**src/rtl/seq_scan_pkg.sv**
```systemverilog
// seq_scan_pkg: shared encodings for the serial 1101 scan front end.
//   ctrl_state_t : controller states (IDLE, SHIFT, REPORT)
//   det_state_t  : detector states (D0..D3)
//   PATTERN      : the detected serial pattern, first bit in the MSB
package seq_scan_pkg;

  typedef enum logic [1:0] {
    ST_IDLE   = 2'd0,
    ST_SHIFT  = 2'd1,
    ST_REPORT = 2'd2
  } ctrl_state_t;

  typedef enum logic [1:0] {
    D0 = 2'd0,
    D1 = 2'd1,
    D2 = 2'd2,
    D3 = 2'd3
  } det_state_t;

  localparam logic [3:0] PATTERN = 4'b1101;

endpackage

```
**src/rtl/seq_scan_core.sv**
```systemverilog
// seq_scan_core: overlapping Mealy detector for the serial pattern 1101.
//   clk    : rising-edge clock
//   rst    : synchronous active-high reset (forces D0)
//   en     : advance the detector with bit_in this cycle
//   clr    : force D0 on the next edge (wins over en)
//   bit_in : serial input bit
//   hit    : combinational, high when bit_in completes the pattern
//
// state | meaning
// D0    | initial, no useful prefix
// D1    | saw 1
// D2    | saw 11
// D3    | saw 110
module seq_scan_core
  import seq_scan_pkg::*;
(
  input  logic clk,
  input  logic rst,
  input  logic en,
  input  logic clr,
  input  logic bit_in,
  output logic hit
);

  det_state_t state, state_nxt;

  always_ff @(posedge clk) begin
    if (rst || clr) begin
      state <= D0;
    end else if (en) begin
      state <= state_nxt;
    end
  end

  always_comb begin
    state_nxt = D0;
    unique case (state)
      D0: state_nxt = bit_in ? D1 : D0;
      D1: state_nxt = bit_in ? D2 : D0;
      D2: state_nxt = bit_in ? D2 : D3;
      D3: state_nxt = bit_in ? D1 : D0;  // overlap: the final 1 restarts a prefix
      default: state_nxt = D0;
    endcase
  end

  assign hit = (state == D3) && (bit_in == PATTERN[0]);

endmodule

```
**src/rtl/seq_scan_ctrl.sv**
```systemverilog
// seq_scan_ctrl: word-in / count-out front end for a serial 1101 detector.
// Each accepted word is shifted MSB-first into the detector, one bit per
// clock; the number of matches in the word is returned on a valid/ready
// output and accumulated into a saturating running total. Detector state
// carries across words until flushed in IDLE.
// Optional feature: define SEQ_SCAN_HITMAP_EN to add out_hitmap, a per-bit
// map of which input bits completed a match.
// Ports:
//   clk, rst             : clock, synchronous active-high reset
//   in_valid/in_ready    : input word handshake, in_data MSB shifted first
//   flush                : reset the detector to D0 (IDLE only)
//   clear_cnt            : zero total_hits (wins over a same-cycle increment)
//   out_valid/out_ready  : result handshake, out_hits = matches in the word
//   out_hitmap           : (SEQ_SCAN_HITMAP_EN) match-ending bit positions
//   total_hits           : saturating running total of matches
//   busy                 : high in SHIFT or REPORT
//
// state     | meaning
// ST_IDLE   | ready for a word, flush honoured here
// ST_SHIFT  | serialising the word into the detector
// ST_REPORT | presenting out_hits until out_ready
module seq_scan_ctrl
  import seq_scan_pkg::*;
#(
  parameter int DATA_W = 8,
  parameter int CNT_W  = 16
) (
  input  logic                         clk,
  input  logic                         rst,
  input  logic                         in_valid,
  output logic                         in_ready,
  input  logic [DATA_W-1:0]            in_data,
  input  logic                         flush,
  input  logic                         clear_cnt,
  output logic                         out_valid,
  input  logic                         out_ready,
  output logic [$clog2(DATA_W+1)-1:0]  out_hits,
`ifdef SEQ_SCAN_HITMAP_EN
  output logic [DATA_W-1:0]            out_hitmap,
`endif
  output logic [CNT_W-1:0]             total_hits,
  output logic                         busy
);

  localparam int HIT_W = $clog2(DATA_W+1);
  localparam logic [HIT_W-1:0] LAST_BIT = HIT_W'(DATA_W-1);

  ctrl_state_t state, state_nxt;

  logic [DATA_W-1:0] shreg;
  logic [HIT_W-1:0]  bit_cnt;
  logic [HIT_W-1:0]  word_hits;
  logic              accept;
  logic              det_en;
  logic              det_clr;
  logic              det_hit;

  seq_scan_core u_core (
    .clk    (clk),
    .rst    (rst),
    .en     (det_en),
    .clr    (det_clr),
    .bit_in (shreg[DATA_W-1]),
    .hit    (det_hit)
  );

  always_ff @(posedge clk) begin
    if (rst) begin
      state <= ST_IDLE;
    end else begin
      state <= state_nxt;
    end
  end

  always_comb begin
    state_nxt = state;
    in_ready  = 1'b0;
    out_valid = 1'b0;
    busy      = 1'b0;
    accept    = 1'b0;
    det_en    = 1'b0;
    det_clr   = 1'b0;
    unique case (state)
      ST_IDLE: begin
        in_ready = 1'b1;
        // flush clears the detector on the accept edge, so a word
        // arriving with flush is scanned from D0
        det_clr  = flush;
        if (in_valid) begin
          accept    = 1'b1;
          state_nxt = ST_SHIFT;
        end
      end
      ST_SHIFT: begin
        busy   = 1'b1;
        det_en = 1'b1;
        if (bit_cnt == LAST_BIT) begin
          state_nxt = ST_REPORT;
        end
      end
      ST_REPORT: begin
        busy      = 1'b1;
        out_valid = 1'b1;
        if (out_ready) begin
          state_nxt = ST_IDLE;
        end
      end
      default: state_nxt = ST_IDLE;
    endcase
  end

  always_ff @(posedge clk) begin
    if (rst) begin
      shreg     <= '0;
      bit_cnt   <= '0;
      word_hits <= '0;
    end else if (accept) begin
      shreg     <= in_data;
      bit_cnt   <= '0;
      word_hits <= '0;
    end else if (det_en) begin
      shreg   <= shreg << 1;
      bit_cnt <= bit_cnt + 1'b1;
      if (det_hit) begin
        word_hits <= word_hits + 1'b1;
      end
    end
  end

  always_ff @(posedge clk) begin
    if (rst || clear_cnt) begin
      total_hits <= '0;
    end else if (det_en && det_hit && (total_hits != '1)) begin
      total_hits <= total_hits + 1'b1;
    end
  end

  assign out_hits = word_hits;

`ifdef SEQ_SCAN_HITMAP_EN
  localparam logic [DATA_W-1:0] MSB_ONE = {1'b1, {(DATA_W-1){1'b0}}};

  logic [DATA_W-1:0] hitmap;

  // serial bit i lands on in_data bit DATA_W-1-i
  always_ff @(posedge clk) begin
    if (rst || accept) begin
      hitmap <= '0;
    end else if (det_en && det_hit) begin
      hitmap <= hitmap | (MSB_ONE >> bit_cnt);
    end
  end

  assign out_hitmap = hitmap;
`endif

endmodule

```
**config.mk**
```make
export PLATFORM = sky130hd
export DESIGN_NAME = seq_scan_ctrl
export DESIGN_NICKNAME = d
export VERILOG_FILES = /design/src/rtl/seq_scan_pkg.sv /design/src/rtl/seq_scan_core.sv /design/src/rtl/seq_scan_ctrl.sv
export SDC_FILE = /design/constraint.sdc
export NUM_CORES = 1
export LEC_CHECK = 0
export BUFFER_PORTS_ARGS = -buffer_cell sky130_fd_sc_hd__buf_2
export CAP_MARGIN = 20
export CORE_UTILIZATION = 30
export CTS_CLUSTER_SIZE = 28
export DETAILED_ROUTE_END_ITERATION = 6
export PLACE_DENSITY = 0.56
export SLEW_MARGIN = 20
export SYNTH_ARGS = -nofsm -noshare
export SYNTH_HDL_FRONTEND = slang
export SYNTH_HIERARCHICAL = 1
export SYNTH_SLANG_ARGS = --single-unit
```
**constraint.sdc**
```tcl
create_clock -name clk -period 2.45 [get_ports clk]
set_input_delay 0 -clock clk [delete_from_list [all_inputs] [get_ports clk]]
set_output_delay 0 -clock clk [all_outputs]
set_load 0.01 [all_outputs]
```
==> out/results.tsv <==
stage	metric	value	unit
synth	synthAdderAreaFrac	6.78	%
sta	fmax	531	MHz
routing	drt-initial-drc-count	89	
placement	dp_hpwl	2830	um
floorplan	die_height	80.4	um
synth	ys_ff_latch	36	
setup_path	cp-end-kind	register	
synth	synth_top_family_by_area	simple AND/OR/NAND/NOR gates	
routing	dr_total_vias	1629	
synth	yosysTopAreaCellShare	39.1	%
sta	period_needed	1880	ps
floorplan	placementRows	28	
clock_tree	root_buffer	clkbuf_8	
power	netSwitchingFraction	24.8	%
sta	grt_setup_unrepaired	no	
grt	grt_max_degree	20	
job	cap_viol_max_count	0	
clock_tree	cts_num_sinks	36	
final_layout	n_fill_cell	590	
setup_path	path_max_fanout	7	
floorplan	ios	37	
synth	yosysUniqueCellTypes	42	
routing	avgRoutedWirePerCell	12.5	um
clock_tree	clockBufferDepth	2	
final_layout	multi_input_area	0.00105	sq mm
sta	hold_violations	0	
floorplan	initial_utilization	31.1	%
clock_tree	cts_resized	0	
final_layout	drive_gt1_share	22.3	%
sta	slew_violations	0	
synth	async_flop_share	0	%
sta	fin_crit_sh	76.9	%
final_layout	syn_to_final_growth	24.3	%
clock_tree	cts.htree.levels	2	
synth	yosysSeqAreaShare	39.1	%
routing	dr.pass1.iters	4	
placement	gp_congestion	0.729	
placement	post-place-ws	582	ps
power	pwr-share-clk	39.8	%
synth	synthesis.nets	226	
power	peakVddDrop	300	uV
floorplan	die_x	80.4	um
final_layout	nets	270	
final_layout	seq_area	721	sq um
floorplan	die-area	0.00646	sq mm
power	pwr_density_cell	625	mW/mm^2
power	combPwrFrac	15.6	%
final_layout	final_cell_count_no_fill	322	
routing	wl	4010	um
placement	dp_cells	306	
power	intPower	1.08	mW
setup_path	required	2670	ps
synth	synthesis.instances	202	
grt	antenna_found_initial	0	
synth	synth_ff_type	dfxtp_1	
floorplan	core-area	0.00592	sq mm
grt	grt_pass1_vias	1550	
clock_tree	numCtsBuffers	5	
grt	grt_overflow	0	
power	seqPwrFrac	44.6	%
clock_tree	tritoncts	yes	
synth	synthMuxAreaShare	7.06	%
synth	synth-edff-count	0	
clock_tree	cts_hold_buf	8	
synth	yosys.area.top_type	dfxtp_1	
min_path	min_path_type	in2reg	
placement	port_buffers	36	
grt	grt_pass1_wl	6940	um
clock_tree	cts.clk_slew.worst_paths	70	ps
synth	synth_area_leaders	dfxtp_1 (39%), mux2i_1 (7.1%), ha_1 (6.8%), nor2_1 (4.1%), a21oi_1 (3.5%)	
sta	fin_worst_skew	2.13	ps
setup_path	start_kind	register	
sta	worst_slew_pin_slew	539	ps
clock_tree	post_cts_buffers	0	
clock_tree	insertion_delay	280	ps
grt	grt_use_total	13.8	%
synth	syn_area	0.00184	sq mm
routing	vias_per_cell	5.06	
sta	setup_ws	567	ps
synth	avgSynthCellArea	9.13	sq um
synth	yosysWarnings	6	
sta	finalSetupViolCount	0	
setup_path	critical_path_class	reg2reg	
sta	slew_headroom	63.8	%
sta	finalSetupTns	0	ps
synth	yosys.area_share.xor_xnor	2.85	%
power	power.switching	0.355	mW
setup_path	critPathArrivalTime	2100	ps
synth	synth-simple-area-share	24.1	%
run_status	status	complete, no violations	
routing	drt.antenna.violating_nets	0	
power	power.leakage	0.887	nW
routing	drc	0	
final_layout	diodes	0	
synth	synth_compound_area_share	15.9	%
worst max-delay path, stage by stage, from the launching register on:
cell	delay [ps]
dfxtp_1	380
ha_1	150
and2_2	150
and2_1	310
nand3_4	140
or4_1	520
a21oi_1	150
worst paths after layout:
path | startpoint | endpoint | slack (ps) | depth (start not counted)
setup / recovery | u_core/state[1] | total_hits[8] | 570 | 6
hold / removal | in_data[4] | shreg[4] | 6 | 3
setup reg to reg | u_core/state[1] | total_hits[8] | 570 | 6
hold reg to reg | shreg[0] | shreg[0] | 500 | 2
layout by cell type (no fill, tap or decap), drive strengths merged, types with 2 or more instances in the layout:
| master | netlist | layout |
|---|---|---|
| buf | 5 | 38 |
| dfxtp | 36 | 36 |
| nor2 | 20 | 20 |
| a21oi | 13 | 13 |
| mux2i | 13 | 13 |
| nand2 | 12 | 12 |
| ha | 10 | 10 |
| nand3 | 9 | 9 |
| inv | 8 | 8 |
| a211oi | 8 | 8 |
| dlygate4sd3 | 0 | 8 |
| o31ai | 7 | 7 |
| clkbuf | 4 | 7 |
| nor3 | 6 | 6 |
| nand4 | 5 | 5 |
| or4 | 5 | 5 |
| and3 | 4 | 4 |
| or3 | 4 | 4 |
| xor2 | 4 | 4 |
| o211ai | 3 | 3 |
| and2 | 3 | 3 |
| and4 | 3 | 3 |
| xnor2 | 2 | 2 |
| nor2b | 2 | 2 |
| a41oi | 2 | 2 |
| nand3b | 2 | 2 |
| a2111oi | 2 | 2 |
cell type report:
type / count / area share, %
Inverter: 8 / 1.31
Clock buffer: 7 / 4.20
Tap cell: 75 / 4.09
Multi-Input combinational cell: 149 / 45.6
Sequential cell: 36 / 31.4
Clock inverter: 1 / 1.31
Timing Repair Buffer: 46 / 12.0
Yosys cell counts (all sizes together) (2+ instances only):
library cell,number
nor2b,2
a2111oi,2
clkbuf,4
a41oi,2
and3,4
xnor2,2
and4,3
dfxtp,36
buf,5
nor3,6
mux2i,13
and2,3
or3,4
a21oi,13
or4,5
inv,8
nand4,5
ha,10
nor2,20
o31ai,7
nand2,12
nand3,9
xor2,4
o211ai,3
a211oi,8
nand3b,2
cell families (layout without fill, tap and decap cells):
group | after synthesis | count (layout)
and+or+nand+nor | 79 | 79
AOI/OAI and AO/OA | 41 | 41
DFF | 36 | 36
buffers and inverters | 17 | 62
muxes | 13 | 13
adders and majority gates | 10 | 10
xor gates and xnor gates | 6 | 6
routing by layer:
layer	track usage, %	vias up	routed length, um
li1	-	834	-
met1	17.9	753	1980
met2	21.7	38	1810
met3	3.30	4	169
met4	5.36	0	44
met5	0	-	0
flip-flops by register name, summed over array words and instances, names as in the netlist:
name          flops
total_hits       16
shreg             8
bit_cnt           4
out_hits          4
state             2
u_core/state      2
stage by stage:
stage	instance area, sq um	hold slack [ps]	power, mW	utilization, %
finish	2290	5.80	1.43	38.7
detailed placement	2090	274	0.867	35.2
CTS	2290	2.45	1.46	38.7
global placement	2090	271	0.866	35.2
floorplan	1840	68.9	0.813	-
global route	2290	6.75	1.51	38.7
power by group through the flow:
stage	registers (mW)	logic, mW	clock network (mW)
global placement	0.652	0.213	0
finish	0.640	0.224	0.570
detailed placement	0.653	0.214	0
global route	0.644	0.252	0.615
floorplan	0.647	0.166	0
CTS	0.640	0.226	0.591
Power figures use the tool's default switching activity.
